==> config.mk <==
export PLATFORM = sky130hd
export DESIGN_NAME = apb_uart_console
export DESIGN_NICKNAME = d
export VERILOG_FILES = /design/src/rtl/uart_pkg.sv /design/src/rtl/uart_byte_fifo.sv /design/src/rtl/apb_uart_console.sv
export SDC_FILE = /design/constraint.sdc
export NUM_CORES = 1
export LEC_CHECK = 0
export ABC_AREA = 1
export BUFFER_PORTS_ARGS = -buffer_cell sky130_fd_sc_hd__buf_2
export CELL_PAD_IN_SITES_DETAIL_PLACEMENT = 0
export CELL_PAD_IN_SITES_GLOBAL_PLACEMENT = 1
export CORE_AREA = 4 4 293 295
export CTS_BUF_LIST = sky130_fd_sc_hd__clkbuf_16
export CTS_CLUSTER_DIAMETER = 50
export CTS_CLUSTER_SIZE = 40
export DETAILED_ROUTE_END_ITERATION = 7
export DIE_AREA = 0 0 297 299
export PLACE_DENSITY = 0.56
export SLEW_MARGIN = 20
export SYNTH_ARGS = -nofsm -noshare
export SYNTH_HDL_FRONTEND = slang
export SYNTH_SLANG_ARGS = --single-unit
==> constraint.sdc <==
create_clock -name pclk -period 2.97 [get_ports pclk]
set_clock_uncertainty 0.1 [all_clocks]
set_input_delay 0.4455 -clock pclk [delete_from_list [all_inputs] [get_ports pclk]]
set_output_delay 0.4455 -clock pclk [all_outputs]
set_load 0.005 [all_outputs]
==> src/rtl/uart_pkg.sv <==
// Shared definitions for the APB console UART: register map, STATUS bit
// positions, the common bit-level FSM state type and small helpers.
package uart_pkg;

    localparam logic [9:0] REG_STATUS  = 10'h000;
    localparam logic [9:0] REG_CLKDIV  = 10'h004;
    localparam logic [9:0] REG_TXDATA  = 10'h008;
    localparam logic [9:0] REG_RXDATA  = 10'h00C;
    localparam logic [9:0] REG_IRQ_EN  = 10'h010;
    localparam logic [9:0] REG_IRQ_CLR = 10'h014;

    localparam int ST_RX_NONEMPTY = 0;
    localparam int ST_TX_FULL     = 1;
    localparam int ST_TX_EMPTY    = 2;
    localparam int ST_RX_OVERFLOW = 3;
    localparam int ST_TX_OVERFLOW = 4;
    localparam int ST_FRAMING_ERR = 5;

    typedef enum logic [1:0] {
        IDLE  = 2'd0,
        START = 2'd1,
        DATA  = 2'd2,
        STOP  = 2'd3
    } uart_state_t;

    // Divisors below 4 leave no room for the mid-bit RX sample, so clamp them.
    function automatic logic [15:0] eff_div(input logic [15:0] div);
        return (div < 16'd4) ? 16'd4 : div;
    endfunction

    function automatic logic [7:0] sat_count(input logic [8:0] cnt);
        return cnt[8] ? 8'hFF : cnt[7:0];
    endfunction

endpackage

==> src/rtl/uart_byte_fifo.sv <==
// Single-clock byte FIFO with occupancy count; pushes into a full FIFO are
// dropped and the head reads as zero while empty.
module uart_byte_fifo #(
    parameter int DEPTH = 16
) (
    input  logic                   clk,
    input  logic                   rst_n,
    input  logic                   push,
    input  logic                   pop,
    input  logic [7:0]             wr_data,
    output logic [7:0]             rd_data,
    output logic                   full,
    output logic                   empty,
    output logic [$clog2(DEPTH):0] count
);
    localparam int AW = $clog2(DEPTH);
    localparam logic [AW:0] DEPTH_C = (AW+1)'(DEPTH);

    logic [7:0]    mem [DEPTH];
    logic [AW-1:0] wr_ptr;
    logic [AW-1:0] rd_ptr;
    logic          do_push;
    logic          do_pop;

    assign full    = (count == DEPTH_C);
    assign empty   = (count == '0);
    assign do_push = push && !full;
    assign do_pop  = pop && !empty;
    assign rd_data = empty ? 8'h00 : mem[rd_ptr];

    always_ff @(posedge clk) begin
        if (do_push) begin
            mem[wr_ptr] <= wr_data;
        end
    end

    always_ff @(posedge clk or negedge rst_n) begin
        if (!rst_n) begin
            wr_ptr <= '0;
            rd_ptr <= '0;
            count  <= '0;
        end else begin
            if (do_push) begin
                wr_ptr <= wr_ptr + AW'(1);
            end
            if (do_pop) begin
                rd_ptr <= rd_ptr + AW'(1);
            end
            case ({do_push, do_pop})
                2'b10:   count <= count + (AW+1)'(1);
                2'b01:   count <= count - (AW+1)'(1);
                default: count <= count;
            endcase
        end
    end

endmodule

==> src/rtl/apb_uart_console.sv <==
// APB-attached 8N1 console UART: register file, TX/RX byte FIFOs, bit-level
// TX and RX state machines and a registered level interrupt.
module apb_uart_console
    import uart_pkg::*;
#(
    parameter int          FIFO_DEPTH   = 16,
    parameter logic [15:0] CLKDIV_RESET = 16'd1085
) (
    input  logic        pclk,
    input  logic        preset_n,
    input  logic        psel,
    input  logic        penable,
    input  logic        pwrite,
    input  logic [9:0]  paddr,
    input  logic [31:0] pwdata,
    output logic [31:0] prdata,
    output logic        pready,
    output logic        pslverr,
    input  logic        uart_rx,
    output logic        uart_tx,
    output logic        irq
);
    localparam int CW = $clog2(FIFO_DEPTH) + 1;

    logic [15:0]   clkdiv;
    logic [5:0]    irq_en;
    logic          rx_ovf;
    logic          tx_ovf;
    logic          framing_err;
    logic [31:0]   status;
    logic [31:0]   rd_data;
    logic          addr_ok;
    logic          setup;
    logic          access;
    logic          wr_acc;
    logic          rx_pop_pend;
    logic [2:0]    sticky_clr;
    logic          unused_pwdata;

    logic          tx_push;
    logic          tx_pop;
    logic          tx_full;
    logic          tx_fifo_empty;
    logic [7:0]    tx_head;
    logic [CW-1:0] tx_count;
    uart_state_t   tx_state;
    logic [15:0]   tx_div;
    logic [15:0]   tx_cnt;
    logic [2:0]    tx_bit;
    logic [7:0]    tx_shreg;

    logic          rx_push;
    logic          rx_pop;
    logic          rx_full;
    logic          rx_empty;
    logic [7:0]    rx_head;
    logic [CW-1:0] rx_count;
    uart_state_t   rx_state;
    logic [15:0]   rx_div;
    logic [15:0]   rx_cnt;
    logic [2:0]    rx_bit;
    logic [7:0]    rx_shreg;
    logic          rx_s1;
    logic          rx_s2;
    logic          rx_prev;
    logic          rx_stop_sample;
    logic          rx_ferr;

    assign unused_pwdata = &{1'b0, pwdata[31:16]};

    uart_byte_fifo #(.DEPTH(FIFO_DEPTH)) u_tx_fifo (
        .clk     (pclk),
        .rst_n   (preset_n),
        .push    (tx_push),
        .pop     (tx_pop),
        .wr_data (pwdata[7:0]),
        .rd_data (tx_head),
        .full    (tx_full),
        .empty   (tx_fifo_empty),
        .count   (tx_count)
    );

    uart_byte_fifo #(.DEPTH(FIFO_DEPTH)) u_rx_fifo (
        .clk     (pclk),
        .rst_n   (preset_n),
        .push    (rx_push),
        .pop     (rx_pop),
        .wr_data (rx_shreg),
        .rd_data (rx_head),
        .full    (rx_full),
        .empty   (rx_empty),
        .count   (rx_count)
    );

    always_comb begin
        status                 = '0;
        status[ST_RX_NONEMPTY] = !rx_empty;
        status[ST_TX_FULL]     = tx_full;
        status[ST_TX_EMPTY]    = tx_fifo_empty && (tx_state == IDLE);
        status[ST_RX_OVERFLOW] = rx_ovf;
        status[ST_TX_OVERFLOW] = tx_ovf;
        status[ST_FRAMING_ERR] = framing_err;
        status[15:8]           = sat_count(9'(rx_count));
        status[23:16]          = sat_count(9'(tx_count));
    end

    always_comb begin
        addr_ok = 1'b1;
        rd_data = '0;
        case (paddr)
            REG_STATUS:  rd_data = status;
            REG_CLKDIV:  rd_data = {16'b0, clkdiv};
            REG_TXDATA:  rd_data = '0;
            REG_RXDATA:  rd_data = rx_empty ? 32'b0 : {23'b0, 1'b1, rx_head};
            REG_IRQ_EN:  rd_data = {26'b0, irq_en};
            REG_IRQ_CLR: rd_data = '0;
            default:     addr_ok = 1'b0;
        endcase
    end

    assign setup      = psel && !penable;
    assign access     = psel && penable;
    assign wr_acc     = access && pwrite;
    assign tx_push    = wr_acc && (paddr == REG_TXDATA);
    assign sticky_clr = (wr_acc && (paddr == REG_IRQ_CLR)) ? pwdata[5:3] : 3'b000;
    // The pop follows what the setup cycle returned, so a byte that lands
    // between setup and access is never popped unseen.
    assign rx_pop     = access && !pwrite && (paddr == REG_RXDATA) && rx_pop_pend;

    always_ff @(posedge pclk or negedge preset_n) begin
        if (!preset_n) begin
            pready      <= 1'b0;
            prdata      <= '0;
            pslverr     <= 1'b0;
            rx_pop_pend <= 1'b0;
        end else begin
            pready      <= setup;
            prdata      <= (setup && !pwrite) ? rd_data : 32'b0;
            pslverr     <= setup && !addr_ok;
            rx_pop_pend <= setup && !pwrite && (paddr == REG_RXDATA) && !rx_empty;
        end
    end

    always_ff @(posedge pclk or negedge preset_n) begin
        if (!preset_n) begin
            clkdiv      <= CLKDIV_RESET;
            irq_en      <= '0;
            rx_ovf      <= 1'b0;
            tx_ovf      <= 1'b0;
            framing_err <= 1'b0;
            irq         <= 1'b0;
        end else begin
            if (wr_acc && (paddr == REG_CLKDIV)) begin
                clkdiv <= pwdata[15:0];
            end
            if (wr_acc && (paddr == REG_IRQ_EN)) begin
                irq_en <= pwdata[5:0];
            end
            rx_ovf      <= (rx_push && rx_full) || (rx_ovf && !sticky_clr[0]);
            tx_ovf      <= (tx_push && tx_full) || (tx_ovf && !sticky_clr[1]);
            framing_err <= rx_ferr || (framing_err && !sticky_clr[2]);
            irq         <= |(status[5:0] & irq_en);
        end
    end

    // The end of a stop bit doubles as a frame start when more bytes wait.
    assign tx_pop = !tx_fifo_empty &&
                    ((tx_state == IDLE) || ((tx_state == STOP) && (tx_cnt == 16'd0)));

    always_ff @(posedge pclk or negedge preset_n) begin
        if (!preset_n) begin
            tx_state <= IDLE;
            tx_div   <= 16'd4;
            tx_cnt   <= '0;
            tx_bit   <= '0;
            tx_shreg <= '0;
            uart_tx  <= 1'b1;
        end else if (tx_pop) begin
            tx_state <= START;
            tx_div   <= eff_div(clkdiv);
            tx_cnt   <= eff_div(clkdiv) - 16'd1;
            tx_shreg <= tx_head;
            uart_tx  <= 1'b0;
        end else begin
            case (tx_state)
                START: begin
                    if (tx_cnt == 16'd0) begin
                        tx_state <= DATA;
                        tx_cnt   <= tx_div - 16'd1;
                        tx_bit   <= 3'd0;
                        uart_tx  <= tx_shreg[0];
                        tx_shreg <= {1'b0, tx_shreg[7:1]};
                    end else begin
                        tx_cnt <= tx_cnt - 16'd1;
                    end
                end
                DATA: begin
                    if (tx_cnt == 16'd0) begin
                        tx_cnt <= tx_div - 16'd1;
                        if (tx_bit == 3'd7) begin
                            tx_state <= STOP;
                            uart_tx  <= 1'b1;
                        end else begin
                            tx_bit   <= tx_bit + 3'd1;
                            uart_tx  <= tx_shreg[0];
                            tx_shreg <= {1'b0, tx_shreg[7:1]};
                        end
                    end else begin
                        tx_cnt <= tx_cnt - 16'd1;
                    end
                end
                STOP: begin
                    if (tx_cnt == 16'd0) begin
                        tx_state <= IDLE;
                    end else begin
                        tx_cnt <= tx_cnt - 16'd1;
                    end
                end
                default: begin
                    uart_tx <= 1'b1;
                end
            endcase
        end
    end

    assign rx_stop_sample = (rx_state == STOP) && (rx_cnt == 16'd0);
    assign rx_push        = rx_stop_sample && rx_s2;
    assign rx_ferr        = rx_stop_sample && !rx_s2;

    // After a framing error the line is still low, so rx_prev stays 0 and no
    // new start edge is seen until the line has returned high.
    always_ff @(posedge pclk or negedge preset_n) begin
        if (!preset_n) begin
            rx_s1    <= 1'b1;
            rx_s2    <= 1'b1;
            rx_prev  <= 1'b1;
            rx_state <= IDLE;
            rx_div   <= 16'd4;
            rx_cnt   <= '0;
            rx_bit   <= '0;
            rx_shreg <= '0;
        end else begin
            rx_s1   <= uart_rx;
            rx_s2   <= rx_s1;
            rx_prev <= rx_s2;
            case (rx_state)
                IDLE: begin
                    if (!rx_s2 && rx_prev) begin
                        rx_state <= START;
                        rx_div   <= eff_div(clkdiv);
                        rx_cnt   <= (eff_div(clkdiv) >> 1) - 16'd1;
                    end
                end
                START: begin
                    if (rx_cnt == 16'd0) begin
                        if (!rx_s2) begin
                            rx_state <= DATA;
                            rx_cnt   <= rx_div - 16'd1;
                            rx_bit   <= 3'd0;
                        end else begin
                            rx_state <= IDLE;
                        end
                    end else begin
                        rx_cnt <= rx_cnt - 16'd1;
                    end
                end
                DATA: begin
                    if (rx_cnt == 16'd0) begin
                        rx_shreg <= {rx_s2, rx_shreg[7:1]};
                        rx_cnt   <= rx_div - 16'd1;
                        if (rx_bit == 3'd7) begin
                            rx_state <= STOP;
                        end else begin
                            rx_bit <= rx_bit + 3'd1;
                        end
                    end else begin
                        rx_cnt <= rx_cnt - 16'd1;
                    end
                end
                default: begin
                    if (rx_cnt == 16'd0) begin
                        rx_state <= IDLE;
                    end else begin
                        rx_cnt <= rx_cnt - 16'd1;
                    end
                end
            endcase
        end
    end

endmodule

Word level (Yosys, flattened, before mapping)

Memory sizes are Yosys's and may differ from the RTL's.
Index checks and enable logic that the tools add are counted.

Bits in writable memories: 256
Memories: 2
Register bits: 181
Input port bits: 48
Output and inout port bits: 36

Memory list:

| name          | depth | bits a word | rd ports | clocked after Yosys merged registers in | write ports | RTL line             | text |
|---|---|---|---|---|---|---|---|
| u_rx_fifo.mem | 16    | 8           | 1        | 0                                       | 1           | uart_byte_fifo.sv:19 | `logic [7:0] mem [DEPTH];` |
| u_tx_fifo.mem | 16    | 8           | 1        | 0                                       | 1           | uart_byte_fifo.sv:19 |  |

Magnitude comparators: 1
$add $sub $neg: 16
Eq/ne operators: 37
Bitwise logic cells: 2
Mux-type cells: 55
Reductions and logical operators: 73

Operators with widths:

| kind                                                                           | count |
|---|---|
| 16-bit 2-to-1 mux                                                              | 9 |
| 21-bit case mux with 4 select lines                                            | 1 |
| 16-bit by 1-bit subtractor with 16-bit output (second input constant)          | 5 |
| 16-bit case mux with 3 select lines                                            | 1 |
| 8-bit 2-to-1 mux                                                               | 5 |
| 16-bit logical NOT                                                             | 2 |
| 32-bit 2-to-1 mux                                                              | 1 |
| 16-bit case mux with 2 select lines                                            | 1 |
| 1-bit logical AND                                                              | 30 |
| 3-bit 2-to-1 mux                                                               | 8 |
| 2-bit 2-to-1 mux                                                               | 11 |
| 10-bit by 4-bit equality test with 1-bit output (second input constant)        | 2 |
| 10-bit by 5-bit equality test with 1-bit output (second input constant)        | 2 |
| 5-bit case mux with 2 select lines                                             | 2 |
| 5-bit AND reduction                                                            | 4 |
| 2-bit != test (second input constant)                                          | 9 |
| 4-bit by 1-bit adder with 4-bit output (second input constant)                 | 4 |
| 16-bit by 3-bit less-than comparator with 1-bit output (second input constant) | 1 |
| 8-bit case mux with 2 select lines                                             | 1 |
| 15-bit by 1-bit subtractor with 16-bit output (second input constant)          | 1 |
| 3-bit by 2-bit != test with 1-bit output (second input constant)               | 5 |
| 2-bit equality test (second input constant)                                    | 6 |
| 2-bit case mux with 3 select lines                                             | 2 |
| 3-bit case mux with 2 select lines                                             | 2 |
| other kinds (29)                                                               | 69 |

Longest topological paths before layout

Gate-level depths: netlist of the first run.

Word-level depth: 7
Mapped depth: 21
Gate-level depth less buffers: 19

By module

Synthesis of the first run repeated with hierarchy kept, for this count alone.

Cells, all modules: 2,318
Area total of the unflattened synthesis: 21,112.7 um^2

By module, submodules not included:

| module                     | cells each | sequential area each (um^2) | area each (um^2) | instances |
|---|---|---|---|---|
| apb_uart_console           | 1,226      | 3,618.5                     | 8,948.6          | 1 |
| uart_byte_fifo (u_rx_fifo) | 546        | 4,169.0                     | 6,084.6          | 1 |
| uart_byte_fifo (u_tx_fifo) | 546        | 4,169.0                     | 6,079.6          | 1 |

Worst setup path after synthesis of the first run

Ideal clock, no wire load.

Path type: flip-flop to flip-flop
From: reg rx_cnt[0]
To: reg u_rx_fifo.count[4]
Stages on the path, launching flop included: 17
Path slack: 0.090 ns
Arrival: 2.649 ns
Cell sequence: dfrtp_1 inv_1 ha_1 nand3_1 nor2_1 nand3_2 nor4_4 inv_1 ha_1 fa_1 a21oi_1 nor2_1 nor2_1 inv_1 a21oi_1 o21ai_0 xor2_1

Cells in the longest elaborated chain, start to end: 6
Elaborated cells between the ends (all ways): 8
Classes of those cells: eq/ne: 2; mux: 1; reduce/logical: 5

Ends and longest elaborated chain:

| what                                                                                  | RTL line                | text |
|---|---|---|
| start: declaration                                                                    | apb_uart_console.sv:60  | `logic [15:0] rx_cnt;` |
| start signal: assignment                                                              | apb_uart_console.sv:251 | `rx_cnt <= (eff_div(clkdiv) >> 1) - 16'd1;` |
| start signal: assignment                                                              | apb_uart_console.sv:258 | `rx_cnt <= rx_div - 16'd1;` |
| start signal: assignment                                                              | apb_uart_console.sv:264 | `rx_cnt <= rx_cnt - 16'd1;` |
| 16-bit logical NOT (*)                                                                | apb_uart_console.sv:226 | `assign rx_stop_sample = (rx_state == STOP) && (rx_cnt == 16'd0);` |
| 1-bit logical AND (*)                                                                 | apb_uart_console.sv:226 |  |
| 1-bit logical AND (*)                                                                 | apb_uart_console.sv:227 | `assign rx_push = rx_stop_sample && rx_s2;` |
| 1-bit logical AND (*)                                                                 | uart_byte_fifo.sv:27    | `assign do_push = push && !full;` |
| 2-bit by 1-bit equality test with 1-bit output or 2-bit equality test (tied branches) | uart_byte_fifo.sv:49    | `case ({do_push, do_pop})` |
| 5-bit case mux with 2 select lines or 2-bit nonzero test (tied branches)              | --                      |  |
| end signal: assignment                                                                | uart_byte_fifo.sv:50    | `2'b10: count <= count + (AW+1)'(1);` |
| end signal: assignment                                                                | uart_byte_fifo.sv:51    | `2'b01: count <= count - (AW+1)'(1);` |
| end signal: assignment                                                                | uart_byte_fifo.sv:52    | `default: count <= count;` |
| end: declaration                                                                      | uart_byte_fifo.sv:14    | `output logic [$clog2(DEPTH):0] count` |

Every way passes the cells marked *; elsewhere a longest branch is shown, timed or not.
A chain may end at the register's enable or synchronous reset.

Worst setup path after layout of the first run

From: reg rx_cnt[1]
To: reg u_rx_fifo.count[4]

The elaborated chain is that of the path after synthesis.

==> flow_summary.json, run 1 <==
{
  "dr.pass1.iters": 5,
  "min_path_type": "input pin to register",
  "stdcell_count": 3475,
  "async_flop_share_pct": 39.9,
  "grt_pass1_vias": 15500,
  "cp_data_arrival_time_ns": 3.20,
  "required_ns": 3.38,
  "synth_edf_count": 256,
  "grt_pass1_wl_mm": 94.8,
  "p_sw_uw": 5510,
  "yosysTopAreaCell": "edfxtp_1",
  "ys.flop_type": "edfxtp_1",
  "register_area_um2": 12000,
  "status": "completed",
  "syn_to_final_growth_pct": 19.9,
  "synth.top_cells.by_area": "edfxtp_1 (37%), dfrtp_1 (19%), nand2_1 (8.9%)",
  "yosys_warnings": 0,
  "die_area_um2": 88800,
  "vdd_drop_max_mv": 0.523,
  "synth_cells": 2205,
  "die_x_um": 297,
  "ant_nets": 0,
  "power_density_nw_per_um2": 689,
  "track_usage_pct": 13.7,
  "die_y_um": 299,
  "critPathKind": "register to register",
  "slew_viol_final": 0,
  "dp_cells": 3360,
  "synth_cell_types": 58,
  "drive_gt1_share_pct": 14.6,
  "dp_hpwl_mm": 42.8,
  "drc": 0,
  "grt-ovfl-total": 0,
  "avgSynthCellArea_um2": 9.40,
  "cp_common_cell": "nor2_1",
  "path_cells": "inv_2 -> ha_1 -> nand3_1 -> nor2_1 -> nand3_2 -> nor4_4 -> inv_2 -> ha_4 -> fa_2 -> a21oi_1 -> nor2_1 -> nor2_1 -> inv_1 -> a21oi_1 -> o21ai_1 -> xor2_1",
  "critical_path.top_delay_family": "simple AND/OR/NAND/NOR gates",
  "path_max_fanout": 4,
  "core_region_area_um2": 83200,
  "postLayoutCoreUtil_pct": 29.9,
  "num_rows": 106,
  "synth_seq_cells": 426,
  "ys_top_cells_by_count": "nand2_1 (493), nor2_1 (264), edfxtp_1 (256)",
  "clk_pin_slew_ns": 0.07,
  "grt_max_degree": 74,
  "multi_input_area_um2": 7720,
  "antenna_found_initial": 0,
  "maxSlewHeadroom_pct": 50.2,
  "p_int_uw": 11600,
  "hold_violations": 0,
  "htreeDepth": 2,
  "initial_core_util_pct": 24.9,
  "port_buffers": 56,
  "dr_total_vias": 15900,
  "wire_per_inst_um": 17.8,
  "finalWeightedCongestion": 0.828,
  "critPathBufInv": 3,
  "p_total_uw": 17100,
  "routed_wl_mm": 62.0,
  "drt_iter0_drc": 1050,
  "startpoint_type": "register",
  "worstSkewPairLatency_ns": 0.63,
  "max_cap_viol_count": 0,
  "numCtsBuffers": 56,
  "synth-seq-area-share_pct": 57.7,
  "synth_top_area_share_pct": 37.1,
  "seqPwrFrac_pct": 40.7,
  "power.leakage_uw": 0.0101,
  "synth.most_common_cell": "nand2_1",
  "syn_area_um2": 20700,
  "worstSetupEndpointType": "register",
  "num-nets-final": 2438,
  "fin_crit_ns": 2.79,
  "setup_viol": 0,
  "max_stage_delay_ns": 0.38,
  "cts_tree": "done",
  "antenna_cells": 0,
  "final_area_um2": 24900,
  "fill_cells": 8606,
  "tightestPinTransition_ns": 0.748,
  "cts_sinks": 426,
  "routed_via_density": 4.58,
  "p_comb_share_pct": 18.3,
  "slowest_stage": "dfrtp_1",
  "place_area_um2": 22800,
  "cts_root_buf": "clkbuf_16",
  "swShare_pct": 32.2,
  "holdWs_ns": 0.0399,
  "clock.fmax_ghz": 0.359,
  "ios": 84,
  "timing.final.crit_share_pct": 93.8,
  "clock_path_buffers": 3,
  "p_clk_share_pct": 41.1
}
## final cells by class
| type | count | area share [%] |
|---|---|---|
| flip-flops and latches | 426 | 48.1 |
| well taps | 1080 | 5.44 |
| inverters | 178 | 2.70 |
| repair buffers | 165 | 4.82 |
| clock inverters | 49 | 2.24 |
| multi-input cells | 1521 | 31.1 |
| clock buffers | 56 | 5.64 |
## power groups by stage
stage / clock network (µW) / registers [µW] / logic (µW)
2_1_floorplan: 0 / 6970 / 2110
3_3_place_gp: 0 / 7050 / 3080
3_5_place_dp: 0 / 7050 / 3110
4_1_cts: 7220 / 6940 / 3130
5_1_grt: 7460 / 7000 / 3570
6_report: 7030 / 6960 / 3130
## cell usage in the layout (no fill, tap or decap), types with 4 or more instances in the layout
cell type	instances
nor3_1	19
bufinv_16	4
o221ai_1	15
xnor2_1	13
inv_8	7
ha_1	37
nor2_1	261
buf_2	55
mux2_2	7
o21ai_0	194
dfrtp_1	157
o21ai_1	18
edfxtp_1	256
or2_2	5
clkbuf_16	56
clkinv_4	5
inv_1	164
buf_12	6
nand2_1	493
dlygate4sd3_1	6
nor2_4	4
conb_1	11
o211ai_1	28
nand4_1	23
dfstp_2	12
o22ai_1	27
xor2_1	39
nand3_1	185
a21oi_1	63
nand2_2	9
nand3b_1	5
clkinvlp_4	8
clkinv_1	7
nor3_2	4
nor2_2	18
inv_2	12
inv_6	11
buf_4	97
## path summary, 6_finish.rpt
| path | startpoint | end | slack (ns) | cells past startpoint |
|---|---|---|---|---|
| worst min-delay path | pwdata[10] | clkdiv[10] | 0.04 | 3 |
| worst max register to register | rx_cnt[1] | u_rx_fifo.count[4] | 0.18 | 16 |
| min in group asynchronous | preset_n | prdata[9] | 0.33 | 2 |
| worst min register to register | rx_s1 | rx_s2 | 0.26 | 0 |
| worst max-delay path | rx_cnt[1] | u_rx_fifo.count[4] | 0.18 | 16 |
| max in group asynchronous | preset_n | tx_cnt[11] | 1.59 | 3 |
## what timing repair did
action | in CTS | in global routing
setup endpoints to repair | 0 | 3
endpoints found under the hold margin | 62 | 0
buffers inserted | 0 | 4
resized for setup | 0 | 16
hold buffers | 6 | 0
## sequential cells by signal, summed over array words and instances (netlist names), 2 cells and up
name,flops
u_rx_fifo.mem,128
u_tx_fifo.mem,128
prdata,21
clkdiv,16
rx_cnt,16
rx_div,16
tx_cnt,16
tx_div,16
rx_shreg,8
tx_shreg,8
irq_en,6
u_rx_fifo.count,5
u_tx_fifo.count,5
u_rx_fifo.rd_ptr,4
u_rx_fifo.wr_ptr,4
u_tx_fifo.rd_ptr,4
u_tx_fifo.wr_ptr,4
rx_bit,3
tx_bit,3
rx_state,2
tx_state,2
## cell families after synthesis
group                    count (synthesis)  synth area share, %
AO/OA/AOI/OAI                          366                 9.97
XOR/XNOR                                52                 2.20
adder cells (fa/ha/maj)                 42                 2.61
buffers and inverters                  268                 5.46
flip-flops                             426                 57.7
multiplexers                             9                0.483
other                                    1               0.0181
AND/OR/NAND/NOR                       1041                 21.6
## per-layer routing
layer / wire (µm) / vias to the layer above / track usage (%) / share of wire (%)
met5: 0 / - / 0 / 0
met4: 1490 / 0 / 3.74 / 2.4
met3: 2510 / 88 / 1.90 / 4.0
met2: 27600 / 315 / 21.5 / 45
met1: 30300 / 7744 / 19.6 / 49
li1: - / 7783 / - / -
## worst register-to-register path: stages, from the launching register on
cell     delay [ns]
dfrtp_1        0.38
inv_2          0.07
ha_1           0.17
nand3_1        0.08
nor2_1         0.12
nand3_2        0.15
nor4_4         0.32
inv_2          0.09
ha_4           0.18
fa_2           0.34
a21oi_1        0.15
nor2_1         0.06
nor2_1         0.09
inv_1          0.06
a21oi_1        0.11
o21ai_1        0.08
xor2_1         0.14
## through the flow
step / setup TNS (ns) / worst slack [ns]
after floorplan: 0 / 0.0903
after global placement: -0.00923 / -0.00923
after detailed placement: -0.00110 / -0.00110
after CTS: 0 / 0.0778
after global routing: -0.00525 / -0.00470
final: 0 / 0.184
(Power assumes the default switching activity.)
==> run 2: changes to the inputs <==
Settings changed: PLACE_DENSITY 0.56 to 0.55.
Clock period 2.97 ns to 3 ns, I/O delays scaled along.
==> flow_summary.json, run 2 (synthesis gave the netlist of run 1 again) <==
{
  "tightestPinTransition_ns": 0.717,
  "hold_violations": 0,
  "drc": 0,
  "initial_core_util_pct": 24.9,
  "fin_ws_ns": 0.149,
  "dr_total_vias": 15900,
  "die_area_um2": 88800,
  "routed_wl_mm": 62.7,
  "clk_pin_slew_ns": 0.06,
  "numCtsBuffers": 55,
  "maxSlewHeadroom_pct": 52.2,
  "cp_data_arrival_time_ns": 3.23,
  "cts_tree": "done",
  "num-nets-final": 2432,
  "cts_root_buf": "clkbuf_16",
  "slowest_stage": "dfrtp_1",
  "worstSetupEndpointType": "register",
  "fill_cells": 8665,
  "power_density_nw_per_um2": 680,
  "final_common_cell": "nand2_1",
  "antenna_cells": 0,
  "max_cap_viol_count": 0,
  "register_area_um2": 12000,
  "p_total_uw": 16900,
  "drt_iter0_drc": 923,
  "drive_gt1_share_pct": 14.6,
  "path_cells": "nor2_1 -> nand2_1 -> inv_2 -> nand3_2 -> nor4_4 -> inv_1 -> ha_4 -> fa_2 -> a21oi_1 -> nor2_1 -> nor2_1 -> inv_1 -> a21oi_2 -> o21ai_1 -> xor2_1",
  "syn_to_final_growth_pct": 20.0,
  "core_region_area_um2": 83200,
  "grt-ovfl-total": 0,
  "worstSkewPairLatency_ns": 0.63,
  "postLayoutCoreUtil_pct": 29.9,
  "status": "completed",
  "startpoint_type": "register",
  "grt_pass1_wl_mm": 97.4,
  "antenna_found_initial": 1,
  "wire_per_inst_um": 18.1,
  "num_rows": 106,
  "largestRegisters": "u_rx_fifo.mem: 128 flops, u_tx_fifo.mem: 128 flops, prdata: 21 flops",
  "port_buffers": 56,
  "dp_hpwl_mm": 43.7,
  "grt_pass1_vias": 16100,
  "cp_common_cell": "nor2_1",
  "max_stage_delay_ns": 0.41,
  "power.leakage_uw": 0.0101,
  "die_y_um": 299,
  "critPathKind": "register to register",
  "post-place-ws_ns": 0.0379,
  "cts_sinks": 426,
  "mostFrequentLayoutCells": "nand2_1 (493), nor2_1 (260), edfxtp_1 (256), o21ai_0 (194), nand3_1 (185)",
  "routed_via_density": 4.57,
  "timing.final.crit_share_pct": 95.0,
  "die_x_um": 297,
  "fin_crit_ns": 2.85,
  "min_path_type": "input pin to register",
  "clock.fmax_ghz": 0.351,
  "track_usage_pct": 14.0,
  "multi_input_area_um2": 7750,
  "ios": 84,
  "ant_nets": 0,
  "clock_path_buffers": 3,
  "slew_viol_final": 0,
  "grt_max_degree": 67,
  "finalWeightedCongestion": 0.816,
  "setup_viol": 0,
  "vdd_drop_max_mv": 0.467,
  "htreeDepth": 2,
  "path_max_fanout": 6,
  "required_ns": 3.38,
  "dr.pass1.iters": 5
}
==> run 2: changes by cell type in the layout (fill, tap and decap cells not counted), sizes merged <==
| cell | previous run | this run |
|---|---|---|
| dlygate4sd3 | 6 | 7 |
| clkbuf | 57 | 56 |
| bufinv | 4 | 3 |
| buf | 158 | 152 |
| inv | 198 | 194 |
| clkinvlp | 8 | 3 |
| clkinv | 17 | 27 |
==> run 2: routing by layer <==
layer / global-route usage [%] / routed length, µm / vias up
met5: 0 / 0 / -
met4: 4.32 / 1670 / 0
met3: 2.15 / 2430 / 99
met1: 20.1 / 31000 / 7698
li1: - / - / 7772
met2: 21.8 / 27600 / 301
==> run 2: critical path: cells and delay by family (launching register included) <==
kind,cells,cell delay (ns)
flip-flops,1,0.41
AO/OA/AOI/OAI,3,0.35
AND/OR/NAND/NOR,6,0.88
adder cells (fa/ha/maj),2,0.55
XOR/XNOR,1,0.14
buffers and inverters,3,0.30
==> run 2: worst paths after layout <==
| check | start | end | slack [ns] | cells past startpoint |
|---|---|---|---|---|
| min | pwdata[12] | clkdiv[12] | 0.06 | 3 |
| max reg2reg | rx_cnt[9] | u_rx_fifo.count[4] | 0.15 | 15 |
| min reg2reg | rx_s1 | rx_s2 | 0.26 | 0 |
| max in group asynchronous | preset_n | rx_s1 | 1.66 | 3 |
| min in group asynchronous | preset_n | rx_shreg[2] | 0.32 | 2 |
| max | rx_cnt[9] | u_rx_fifo.count[4] | 0.15 | 15 |
==> run 2: through the flow <==
| step | hold WS [ns] | area, µm² | cells | setup TNS, ns |
|---|---|---|---|---|
| finish | 0.0606 | 24900 | 3469 | 0 |
| global route | 0.0516 | 24900 | 3469 | -0.0207 |
| CTS | 0.0107 | 24800 | 3467 | 0 |
| detailed placement | 0.253 | 22700 | 3356 | 0 |
| global placement | 0.255 | 22700 | 3356 | 0 |
| floorplan | 0.0544 | 20800 | 2215 | 0 |
==> run 2: where the power goes <==
part           leakage, µW  total, µW  switching (µW)  internal, µW
Combinational      0.00475       3070            2040          1030
Sequential         0.00436       6880             354          6530
Clock             0.000963       6980            3130          3850
Total               0.0101      16900            5520         11400
==> run 2: what timing repair did <==
action / CTS / global route
buffers inserted: 0 / 2
resized for setup: 0 / 20
hold endpoints to repair: 60 / 0
endpoints found under the setup margin: 0 / 4
hold buffers: 7 / 0
==> run 2: layout make-up <==
class	count	area share, %
clock inverter	49	2.50
multi-input combinational	1521	31.1
tap	1080	5.43
clock buffer	55	5.53
inverter	178	2.70
timing repair buffer	160	4.62
sequential	426	48.1
